$ cat src/rtl/rd_burst_arbiter.sv
// Round-robin burst arbiter sharing the async FIFO read port among NREQ rd_clk consumers.
// Optional empty-stall abort is enabled by defining RD_BURST_ARB_TIMEOUT_EN (adds port 'timeout').
module rd_burst_arbiter #(
  parameter int NREQ    = 4,
  parameter int DATA_W  = 8,
  parameter int LEN_W   = 4,
  parameter int TIMEOUT = 16
) (
  input  logic                     rd_clk,
  input  logic                     rd_rst,
  input  logic [NREQ-1:0]          req,
  input  logic [NREQ*LEN_W-1:0]    req_len,
  output logic [NREQ-1:0]          grant,
  input  logic                     fifo_empty,
  input  logic [DATA_W-1:0]        fifo_rd_data,
  output logic                     fifo_rd_en,
  output logic                     out_valid,
  input  logic                     out_ready,
  output logic [DATA_W-1:0]        out_data,
  output logic [$clog2(NREQ)-1:0]  out_id,
  output logic                     out_last,
  output logic                     busy
`ifdef RD_BURST_ARB_TIMEOUT_EN
  ,
  output logic                     timeout
`endif
);

  localparam int IDW = $clog2(NREQ);
  localparam logic [LEN_W:0] REM_ONE = 1;

  if (NREQ < 2 || NREQ > 8 || TIMEOUT < 1) begin : g_param_check
    $error("rd_burst_arbiter: NREQ must be 2..8 and TIMEOUT at least 1");
  end

  typedef enum logic [0:0] {
    IDLE  = 1'b0,
    BURST = 1'b1
  } state_t;

  state_t          state, state_d;
  logic [IDW-1:0]  rr_ptr;
  logic [IDW-1:0]  cur_id;
  logic [LEN_W:0]  remaining;

  logic            win_found;
  logic [IDW-1:0]  win_id;
  logic [IDW-1:0]  cand;
  logic [LEN_W-1:0] win_len;
  logic [NREQ-1:0] win_onehot;

  logic            pop;
  logic            last_pop;
  logic            tmo_hit;

  // Search upward from the slot after the last winner, wrapping at NREQ.
  always_comb begin
    win_found = 1'b0;
    win_id    = '0;
    win_len   = '0;
    cand      = '0;
    for (int unsigned i = 1; i <= NREQ; i++) begin
      cand = IDW'((32'(rr_ptr) + i) % NREQ);
      if (!win_found && req[cand]) begin
        win_found = 1'b1;
        win_id    = cand;
        win_len   = req_len[32'(cand)*LEN_W +: LEN_W];
      end
    end
  end

  assign win_onehot = NREQ'(1) << win_id;

  assign pop        = (state == BURST) && !fifo_empty && (!out_valid || out_ready);
  assign last_pop   = pop && (remaining == REM_ONE);
  assign fifo_rd_en = pop;
  assign busy       = (state == BURST) || out_valid;

  always_ff @(posedge rd_clk or negedge rd_rst) begin
    if (!rd_rst) begin
      state <= IDLE;
    end else begin
      state <= state_d;
    end
  end

  always_comb begin
    state_d = state;
    case (state)
      IDLE:    if (win_found) state_d = BURST;
      BURST:   if (last_pop || tmo_hit) state_d = IDLE;
      default: state_d = IDLE;
    endcase
  end

  always_ff @(posedge rd_clk or negedge rd_rst) begin
    if (!rd_rst) begin
      rr_ptr    <= IDW'(NREQ - 1);
      cur_id    <= '0;
      remaining <= '0;
      grant     <= '0;
      out_valid <= 1'b0;
      out_data  <= '0;
      out_id    <= '0;
      out_last  <= 1'b0;
    end else begin
      if (state == IDLE && win_found) begin
        cur_id    <= win_id;
        remaining <= {1'b0, win_len} + REM_ONE;
        rr_ptr    <= win_id;
        grant     <= win_onehot;
      end else if (last_pop || tmo_hit) begin
        grant <= '0;
      end

      // A pop reloads the output register even when the held word is accepted this cycle.
      if (pop) begin
        out_valid <= 1'b1;
        out_data  <= fifo_rd_data;
        out_id    <= cur_id;
        out_last  <= (remaining == REM_ONE);
        remaining <= remaining - REM_ONE;
      end else if (out_valid && out_ready) begin
        out_valid <= 1'b0;
      end
    end
  end

`ifdef RD_BURST_ARB_TIMEOUT_EN
  localparam int CNT_W = $clog2(TIMEOUT + 1);

  logic [CNT_W-1:0] stall_cnt;

  // Abort fires on the edge where the count of empty BURST cycles reaches TIMEOUT.
  assign tmo_hit = (state == BURST) && fifo_empty && (stall_cnt == CNT_W'(TIMEOUT - 1));

  always_ff @(posedge rd_clk or negedge rd_rst) begin
    if (!rd_rst) begin
      stall_cnt <= '0;
      timeout   <= 1'b0;
    end else begin
      timeout <= tmo_hit;
      if (state != BURST || pop || tmo_hit) begin
        stall_cnt <= '0;
      end else if (fifo_empty) begin
        stall_cnt <= stall_cnt + CNT_W'(1);
      end
    end
  end
`else
  assign tmo_hit = 1'b0;
`endif

endmodule
$ cat config.mk
export PLATFORM = sky130hd
export DESIGN_NAME = rd_burst_arbiter
export DESIGN_NICKNAME = d
export VERILOG_FILES = /design/src/rtl/rd_burst_arbiter.sv
export SDC_FILE = /design/constraint.sdc
export NUM_CORES = 1
export LEC_CHECK = 0
export ABC_AREA = 1
export CORE_MARGIN = 2
export CORE_UTILIZATION = 34
export DETAILED_ROUTE_END_ITERATION = 6
export GPL_TIMING_DRIVEN = 0
export HOLD_SLACK_MARGIN = 0.06
export PLACE_DENSITY = 0.65
export SETUP_SLACK_MARGIN = 0.4
export SYNTH_ARGS = -nofsm -noshare
export SYNTH_HDL_FRONTEND = slang
export SYNTH_SLANG_ARGS = --single-unit
$ cat constraint.sdc
create_clock -name rd_clk -period 3.4 [get_ports rd_clk]
set_input_delay 0.68 -clock rd_clk [delete_from_list [all_inputs] [get_ports rd_clk]]
set_output_delay 0.68 -clock rd_clk [all_outputs]
set_load 0.02 [all_outputs]
==> results of run 1 <==
[routing by layer]
metal	wire length, um	vias to the layer above
met5	0	-
met4	29	0
met3	217	4
met2	2409	45
met1	2318	923
li1	-	1083
[synth_stat cells]
cell type	n	area (um2)
nand2_2	7	43.79
nand2_1	119	446.7
buf_6	1	11.26
o211ai_1	2	15.01
a21oi_2	1	8.760
nand3_4	1	17.52
clkbuf_1	2	7.510
or2_2	1	6.260
dfstp_2	2	52.55
buf_4	2	15.01
a221oi_1	1	8.760
nor2_4	2	22.52
o2111ai_1	2	17.52
nand4_1	2	12.51
or2_1	1	6.260
o21ai_1	1	5.000
inv_1	28	105.1
o21ai_2	2	17.52
buf_2	5	25.02
ha_1	3	37.54
buf_1	1	3.750
o21a_1	1	7.510
mux2i_1	1	10.01
nor2_8	1	20.02
o21ai_0	37	185.2
nand2_4	2	22.52
nand3b_1	1	7.510
a21oi_1	3	15.01
inv_2	3	11.26
o221ai_1	1	8.760
xor2_1	2	17.52
nand3_1	25	125.1
nor2_1	18	67.56
dfrtp_1	24	600.6
[worst max path at each step]
stage	startpoint	endpoint	slack (ns)	cells after the start
2_1_floorplan	rr_ptr[0]$_DFFE_PN1P_	remaining[4]$_DFFE_PN0P_	1.31	15
6_report	out_ready	fifo_rd_en	0.65	7
5_1_grt	out_ready	fifo_rd_en	0.55	7
4_1_cts	out_ready	fifo_rd_en	0.66	7
3_5_place_dp	out_ready	fifo_rd_en	0.24	7
3_3_place_gp	out_ready	fifo_rd_en	0.22	7
[cells by family (layout without fill, tap and decap cells)]
family	Yosys count	after routing	synth area share, %
multiplexers	1	1	0.5044
AO/OA/AOI/OAI	51	51	14.57
flip-flops	26	26	32.91
AND/OR/NAND/NOR	180	180	40.23
adder cells (fa/ha/maj)	3	3	1.892
XOR/XNOR	2	2	0.8829
buffers and inverters	42	95	9.016
[stage by stage]
stage	worst slack (ns)	total power [uW]	hold slack [ns]	util, %	instances
after global routing	0.5549	2902	0.5009	47.30	430
final	0.6473	2603	0.4872	47.30	430
after global placement	0.2169	2339	0.4625	46.02	426
after floorplan	1.310	1849	0.3844	-	305
after detailed placement	0.2357	2358	0.4672	46.02	426
after CTS	0.6630	2622	0.4910	47.30	430
[worst max-delay path, cell delays in order]
cell	delay, ns
clkdlybuf4s50_1	0.46
nor2_1	0.05
inv_1	0.07
nand2_1	0.07
inv_1	0.14
clkbuf_2	0.24
dlygate4sd2_1	0.36
[state kept, by name, summed over array words and instances, names as in the netlist]
register and cells:
cur_id 2, state 1, out_id 2, remaining 5, out_last 1, out_data 8, grant 4, out_valid 1
rr_ptr 2
[power groups by stage]
| stage | sequential (uW) | clock [uW] | combinational, uW |
|---|---|---|---|
| finish | 530 | 256 | 1820 |
| detailed placement | 536 | 0 | 1820 |
| global route | 551 | 280 | 2070 |
| floorplan | 614 | 0 | 1230 |
| global placement | 533 | 0 | 1810 |
| CTS | 530 | 262 | 1830 |
[area by class of cell]
cell class                      count  area, um2  share of cell area [%]
Multi-Input combinational cell    237       1152                   43.71
Sequential cell                    26      653.1                   24.77
Timing Repair Buffer               49      489.2                   18.56
Inverter                           31      116.4                   4.414
Tap cell                           72      90.09                   3.417
Buffer                             11      63.81                   2.421
Clock buffer                        3      41.29                   1.566
Clock inverter                      1      30.03                   1.139
[repair_timing]
action                                  4_1_cts  5_1_grt
hold endpoints to repair                      0        0
endpoints found under the setup margin        1        0
gates resized for setup                       2        0
==> impl_metrics.py, run 1 <==
metrics = {
    "sta": {
        "hold_violations": 0,
        "worst_pin_slew_ns": 1.150,
        "fin_setup_tns_ns": 0,
        "timing.final.crit_share_pct": 80.96,
        "report.final.slew_viol_count": 0,
        "max_freq_mhz": 363.3,
        "clock_skew_ns": 0.005453,
        "rsz0062_at_grt": "no",
        "slew_headroom_pct": 23.11,
        "finalSetupViolCount": 0,
        "layout_min_cycle_time_ns": 2.753,
    },
    "final_layout": {
        "n_antenna_cell": 0,
        "num-fill-cells": 602,
        "area_delta_synth_final_pct": 32.85,
        "final_common_cell": "nand2_1",
        "finalInstanceArea_um2": 2636,
        "drive_gt1_share_pct": 9.777,
        "final_cell_mix": "nand2_1 (119), clkdlybuf4s50_1 (48), o21ai_0 (37)",
        "layout.nets": 394,
    },
    "floorplan": {
        "design.core.area_um2": 5574,
        "rows": 27,
        "dieHeight_um": 80.40,
        "start_util_pct": 35.60,
        "die_x_um": 80.40,
        "die_area_um2": 6463,
        "io-pin-count": 50,
    },
    "setup_path": {
        "end_kind": "output port",
        "r2r_slack_ns": 1.01,
        "start_kind": "primary input",
        "ff2ff_path_depth": 13,
        "cp.arrival_ns": 2.07,
        "worstReg2RegEnd": "remaining[1]$_DFFE_PN0P_",
        "worstReg2RegStart": "rr_ptr[0]$_DFFE_PN1P_",
        "critPathMaxFanout": 10,
        "cp.required_ns": 2.72,
        "crit_type": "in2out",
    },
    "placement": {
        "placed_area_um2": 2565,
        "gp_congestion": 0.9025,
        "dpl.hpwl_um": 3970,
        "portBuffers": 49,
    },
    "worst_hold_path": {
        "hp-start": "out_data[4]$_DFFE_PN0P_",
        "hold_depth": 2,
        "min_to": "out_data[4]$_DFFE_PN0P_",
        "hp-class": "reg2reg",
    },
    "cts": {
        "cts_buffer_depth": 2,
        "worst_skew_pair.late_latency_ns": 0.27,
        "cts.sinks": 26,
        "cts_buffers": 3,
        "postCtsSetupRepairBufs": 0,
        "clkSlewWorstSetupHoldPaths_ns": 0.09,
        "cts_tree": "yes",
        "cts_hold_buf": 0,
        "htreeDepth": 1,
        "cts-root-buf": "clkbuf_8",
    },
    "job": {
        "cap_violations": 0,
    },
    "routing": {
        "vias_per_cell": 4.779,
        "ant_nets": 0,
        "drt_iter0_drc": 112,
        "drt_wl_total_um": 4974,
        "wl_per_cell_um": 11.57,
        "drc": 0,
        "dr.pass1.iters": 4,
        "dr_total_vias": 2055,
    },
    "global_route": {
        "overflow": 0,
        "gr-usage-met1_pct": 23.41,
        "antenna_found_initial": 0,
        "busiest_layer": "met2",
        "grtUsageMet2_pct": 27.92,
        "grt_max_degree": 27,
        "grt_pass1_wl_um": 8694,
        "grtUsageTotal_pct": 16.69,
        "grt_pass1_vias": 1927,
        "met3_usage_pct": 2.697,
    },
    "power": {
        "pwr-share-comb_pct": 69.8,
        "intPower_uw": 1278,
        "leakage_uw": 0.001319,
        "peakVddDrop_mv": 0.4252,
        "p_switching_uw": 1325,
        "pwr-share-seq_pct": 20.3,
        "p_clk_share_pct": 9.8,
        "switching_share_pct": 50.89,
        "power_density_nw_per_um2": 987.4,
    },
    "yosys": {
        "ys_seq_area_share_pct": 32.91,
        "avgSynthCellArea_um2": 6.506,
        "syn_area_um2": 1984,
        "synth_warnings": 0,
        "synth-seq-cells": 26,
        "syn_nets": 340,
        "syn_inst": 305,
        "ys_types": 34,
    },
    "run_status": {
        "status": "finished, final reports clean",
    },
}
No activity file was read; power rests on OpenSTA's default activity.
==> run 2, diff against run 1 <==
==> constraint.sdc (replaced) <==
create_clock -name rd_clk -period 2.7 [get_ports rd_clk]
set_input_delay 0.54 -clock rd_clk [delete_from_list [all_inputs] [get_ports rd_clk]]
set_output_delay 0.54 -clock rd_clk [all_outputs]
set_load 0.02 [all_outputs]
==> run 2 against run 1 <==
Clock power grew 27%. Routed wire length is 7.7% higher. Setup slack got worse by 0.21 ns.
==> impl_metrics.py, run 2 (synthesized netlist as in run 1, its figures left out) <==
metrics = {
    "run_status": {
        "status": "finished, final reports clean",
    },
    "power": {
        "leakage_uw": 0.001428,
        "pwr-share-comb_pct": 74.2,
        "p_switching_uw": 1909,
        "pwr-share-seq_pct": 17.4,
        "switching_share_pct": 49.80,
        "intPower_uw": 1924,
        "power_density_nw_per_um2": 1331,
        "peakVddDrop_mv": 0.5874,
        "p_clk_share_pct": 8.5,
    },
    "routing": {
        "wl_per_cell_um": 12.06,
        "dr.pass1.iters": 4,
        "drc": 0,
        "ant_nets": 0,
        "drt_wl_total_um": 5356,
        "dr_total_vias": 2118,
        "drt_iter0_drc": 81,
        "vias_per_cell": 4.770,
    },
    "final_layout": {
        "n_antenna_cell": 0,
        "top_register": "out_data",
        "layout.nets": 408,
        "area_delta_synth_final_pct": 45.14,
        "largest_reg_flops": 8,
        "finalInstanceArea_um2": 2880,
        "final_common_cell": "nand2_1",
        "final_cell_mix": "nand2_1 (112), clkdlybuf4s50_1 (46), o21ai_0 (33)",
        "drive_gt1_share_pct": 18.55,
        "top_regs": "out_data x8, remaining x5, grant x4",
    },
    "sta": {
        "timing.final.crit_share_pct": 83.82,
        "clock_skew_ns": 0.006171,
        "slew_headroom_pct": 21.57,
        "layout_min_cycle_time_ns": 2.263,
        "hold_violations": 0,
        "rsz0062_at_grt": "yes",
        "fin_ws_ns": 0.4369,
        "max_freq_mhz": 441.9,
        "worst_pin_slew_ns": 1.173,
        "report.final.slew_viol_count": 0,
        "finalSetupViolCount": 0,
    },
    "floorplan": {
        "die_x_um": 80.40,
        "dieHeight_um": 80.40,
        "die_area_um2": 6463,
        "design.core.area_um2": 5574,
        "io-pin-count": 50,
        "start_util_pct": 35.60,
        "rows": 27,
    },
    "placement": {
        "post-place-ws_ns": -0.1843,
        "portBuffers": 49,
        "placed_area_um2": 2565,
        "dpl.hpwl_um": 3970,
        "gp_congestion": 0.9025,
    },
    "setup_path": {
        "cp.required_ns": 2.86,
        "start_kind": "register",
        "critPathMaxFanout": 8,
        "cp.arrival_ns": 2.42,
        "r2r_slack_ns": 0.44,
        "end_kind": "register",
        "crit_type": "reg2reg",
    },
    "cts": {
        "cts_hold_buf": 0,
        "cts.sinks": 26,
        "cts_tree": "yes",
        "clkSlewWorstSetupHoldPaths_ns": 0.09,
        "worst_skew_pair.late_latency_ns": 0.27,
        "htreeDepth": 1,
        "cts_buffer_depth": 2,
        "cts-root-buf": "clkbuf_8",
        "cts_buffers": 3,
    },
    "global_route": {
        "antenna_found_initial": 0,
        "gr-usage-met1_pct": 23.34,
        "met3_usage_pct": 2.809,
        "grtUsageMet2_pct": 28.58,
        "busiest_layer": "met2",
        "grt_pass1_vias": 1959,
        "grt_max_degree": 27,
        "overflow": 0,
        "grtUsageTotal_pct": 16.92,
        "grt_pass1_wl_um": 8818,
    },
    "worst_hold_path": {
        "hp-class": "reg2reg",
    },
    "job": {
        "cap_violations": 0,
    },
}
[run 2: changes by cell type in the layout (fill, tap and decap cells not counted), moves of 3 or more]
| cell | change |
|---|---|
| nand2_1 | -7 |
| nand2_4 | +5 |
| nor2_1 | -4 |
| o21ai_1 | +3 |
| buf_4 | +16 |
| o21ai_0 | -4 |
| nor2_2 | +3 |
[run 2: routing by layer]
metal | wire length (um) | share of wire [%]
met1 | 2528 | 47
met2 | 2643 | 49
met3 | 133 | 2.5
met4 | 51 | 0.95
met5 | 0 | 0
[run 2: power by group through the flow]
stage	clock network (uW)	registers, uW	logic (uW)
CTS	329	668	2360
global route	353	692	3160
global placement	0	671	2270
finish	324	666	2840
detailed placement	0	675	2290
floorplan	0	773	1560
[run 2: critical path, cell delays in order, from the launching register on]
cell and delay (ns):
dfstp_2 0.57, inv_2 0.05, buf_8 0.13, nand2_4 0.06
nand2_4 0.08, nand2_4 0.11, nand2_8 0.08, nor2_8 0.16
buf_4 0.13, nand3_1 0.07, nand2_1 0.09, nand2_2 0.08
ha_4 0.17, nor2_1 0.09, nand2_1 0.07, o2111ai_1 0.13
nand2_1 0.07
[run 2: path summary, 6_finish.rpt]
check / from / endpoint / cells past startpoint
max: rr_ptr[0]$_DFFE_PN1P_ / remaining[2]$_DFFE_PN0P_ / 16
min: out_data[5]$_DFFE_PN0P_ / out_data[5]$_DFFE_PN0P_ / 2
max reg2reg: rr_ptr[0]$_DFFE_PN1P_ / remaining[2]$_DFFE_PN0P_ / 16
min reg2reg: out_data[5]$_DFFE_PN0P_ / out_data[5]$_DFFE_PN0P_ / 2
max in group asynchronous: rd_rst / state$_DFF_PN0_ / 1
min in group asynchronous: rd_rst / out_data[5]$_DFFE_PN0P_ / 1
[run 2: per-stage QoR]
step / utilization, % / std cells / power, uW / hold slack, ns / TNS [ns]
CTS: 47.97 / 432 / 3362 / 0.4910 / 0
global placement: 46.02 / 426 / 2945 / 0.4625 / -0.2031
finish: 51.67 / 444 / 3833 / 0.4874 / 0
detailed placement: 46.02 / 426 / 2970 / 0.4672 / -0.1843
floorplan: - / 305 / 2328 / 0.2444 / 0
global route: 51.67 / 444 / 4205 / 0.5009 / 0
[run 2: timing repair]
item / CTS / global route
gates resized for setup: 10 / 38
cloned: 0 / 0
setup endpoints to repair: 4 / 9
buffers inserted: 2 / 12
pin swaps: 2 / 13
[run 2: final cells by class]
type	instances	area [um2]
Timing Repair Buffer	63	595.6
Tap cell	72	90.09
Clock inverter	1	30.03
Inverter	31	116.4
Sequential cell	26	653.1
Clock buffer	3	41.29
Multi-Input combinational cell	237	1271
Fill cell	572	2694
Buffer	11	82.58
==> run 3, diff against run 2 <==
==> constraint.sdc (replaced) <==
create_clock -name rd_clk -period 2.25 [get_ports rd_clk]
set_input_delay 0.45 -clock rd_clk [delete_from_list [all_inputs] [get_ports rd_clk]]
set_output_delay 0.45 -clock rd_clk [all_outputs]
set_load 0.02 [all_outputs]
==> run 3 against run 2 <==
Clock power fell by 6%. Setup slack worse by 0.38 ns. Cell count up 0.90%. Sequential power up 22%. Total power increased by 33%. Clock-buffer cell count up 1. Cell area increased by 6.9%. Global-route usage up 0.78 points. Routed wire length grew 8.2%. Highest routed layer unchanged.
==> impl_metrics.py, run 3 (synthesized netlist as in run 1, its figures left out) <==
metrics = {
    "setup_path": {
        "cp.required_ns": 2.46,
        "worstReg2RegStart": "rr_ptr[0]$_DFFE_PN1P_",
        "critPathMaxFanout": 10,
        "start_kind": "register",
        "ff2ff_path_depth": 14,
        "r2r_slack_ns": 0.06,
        "cp.arrival_ns": 2.40,
        "end_kind": "register",
        "crit_type": "reg2reg",
        "worstReg2RegEnd": "remaining[4]$_DFFE_PN0P_",
    },
    "power": {
        "leakage_uw": 0.001466,
        "peakVddDrop_mv": 0.8156,
        "finalPower_uw": 5109,
        "power_density_nw_per_um2": 1659,
    },
    "final_layout": {
        "top_regs": "out_data x8, remaining x5, grant x4",
        "top_register": "out_data",
        "fin_cells": 448,
        "num-fill-cells": 537,
        "final_common_cell": "nand2_1",
        "largest_reg_flops": 8,
        "n_antenna_cell": 0,
        "drive_gt1_share_pct": 25.27,
        "layout.nets": 412,
        "final_cell_mix": "nand2_1 (103), clkdlybuf4s50_1 (46), o21ai_0 (25)",
        "area_delta_synth_final_pct": 55.17,
    },
    "cts": {
        "cts_buffer_depth": 2,
        "clkSlewWorstSetupHoldPaths_ns": 0.10,
        "cts_buffers": 3,
        "cts_tree": "yes",
        "cts.sinks": 26,
        "cts_hold_buf": 0,
        "cts-root-buf": "clkbuf_8",
        "worst_skew_pair.late_latency_ns": 0.27,
        "htreeDepth": 1,
    },
    "floorplan": {
        "rows": 27,
        "design.core.area_um2": 5574,
        "die_area_um2": 6463,
        "start_util_pct": 35.60,
        "dieHeight_um": 80.40,
        "io-pin-count": 50,
        "die_x_um": 80.40,
    },
    "placement": {
        "dpl.hpwl_um": 4003,
        "portBuffers": 49,
        "post-place-ws_ns": -0.4953,
        "dp_cells": 426,
        "gp_congestion": 0.8911,
    },
    "worst_hold_path": {
        "min_to": "out_valid$_DFFE_PN0P_",
        "hp-start": "out_ready",
        "hp-class": "in2reg",
        "hold_depth": 4,
    },
    "run_status": {
        "status": "finished, final reports clean",
    },
    "sta": {
        "fin_setup_tns_ns": 0,
        "finalSetupViolCount": 0,
        "hold_violations": 0,
        "layout_min_cycle_time_ns": 2.191,
        "worst_pin_slew_ns": 1.182,
        "max_freq_mhz": 456.4,
        "rsz0062_at_grt": "yes",
        "clock_skew_ns": 0.008372,
        "report.final.slew_viol_count": 0,
        "fin_ws_ns": 0.05901,
        "timing.final.crit_share_pct": 97.38,
        "slew_headroom_pct": 20.95,
    },
    "global_route": {
        "grt_max_degree": 27,
        "grtUsageTotal_pct": 17.70,
        "antenna_found_initial": 0,
        "grt_pass1_wl_um": 9239,
        "grt_pass1_vias": 2074,
        "overflow": 0,
    },
    "routing": {
        "drc": 0,
        "wl_per_cell_um": 12.93,
        "drt_wl_total_um": 5794,
        "ant_nets": 0,
        "vias_per_cell": 4.911,
        "dr.pass1.iters": 4,
        "drt_iter0_drc": 82,
        "dr_total_vias": 2200,
    },
    "job": {
        "cap_violations": 0,
    },
}
==> run 3: changes by cell type in the layout (fill, tap and decap cells not counted), sizes merged <==
cell,change
buf,+4
bufinv,-1
nand3,+1
==> run 3: area by class of cell <==
| class | instances | area [um2] | area share [%] |
|---|---|---|---|
| timing repair buffer | 66 | 631.9 | 20.52 |
| clock buffer | 4 | 55.05 | 1.788 |
| buffer | 11 | 93.84 | 3.048 |
| sequential | 26 | 653.1 | 21.21 |
| inverter | 31 | 118.9 | 3.860 |
| tap | 72 | 90.09 | 2.926 |
| multi-input combinational | 238 | 1436 | 46.65 |
==> run 3: worst max-delay path, cell delays in order (launching register included) <==
cell and delay (ns):
dfstp_2 0.58, buf_6 0.15, nand2_1 0.09, nand2_4 0.10
inv_2 0.06, o21ai_4 0.24, nand3_2 0.16, nand2_2 0.12
nor2_4 0.04, nor2_4 0.10, ha_4 0.16, nand3_4 0.07
nor2_2 0.09, o21ai_1 0.08, o21ai_1 0.07
==> run 3: repair_timing <==
| item | in CTS | in global routing |
|---|---|---|
| endpoints found under the setup margin | 14 | 20 |
| gates cloned | 1 | 0 |
| pin swaps | 15 | 16 |
| buffers inserted | 10 | 7 |
| resized for setup | 27 | 65 |
==> run 3: worst max path at each step <==
stage                          start                        to  slack [ns]
2_1_floorplan  rr_ptr[0]$_DFFE_PN1P_  remaining[4]$_DFFE_PN0P_        0.22
3_3_place_gp               out_ready                fifo_rd_en       -0.48
4_1_cts        rr_ptr[0]$_DFFE_PN1P_  remaining[4]$_DFFE_PN0P_        0.07
5_1_grt        rr_ptr[0]$_DFFE_PN1P_  remaining[4]$_DFFE_PN0P_       -0.06
6_report       rr_ptr[0]$_DFFE_PN1P_  remaining[4]$_DFFE_PN0P_        0.06
3_5_place_dp               out_ready                fifo_rd_en       -0.50
==> run 3: report_power, final <==
group          internal [uW]  switching (uW)  total, uW  leakage [uW]
Combinational           1650            2350       3990       0.00112
Clock                    156             149        306     0.0000288
Sequential               683             126        810      0.000318
==> run 3: layer usage <==
metal  track usage, %  part of all wire (%)  vias up
met3            2.697                   3.3        4
li1                 -                     -     1124
met4            2.881                  0.72        0
met1            24.53                    44     1030
met5                0                     0        -
met2            29.58                    52       42
==> run 3: stage by stage <==
stage / hold slack, ns / area, um2 / util (%)
4_1_cts: 0.4909 / 2811 / 50.44
6_report: 0.4758 / 3079 / 55.24
3_5_place_dp: 0.4664 / 2589 / 46.44
3_3_place_gp: 0.4613 / 2589 / 46.44
5_1_grt: 0.4862 / 3079 / 55.24
2_1_floorplan: 0.1544 / 2008 / -
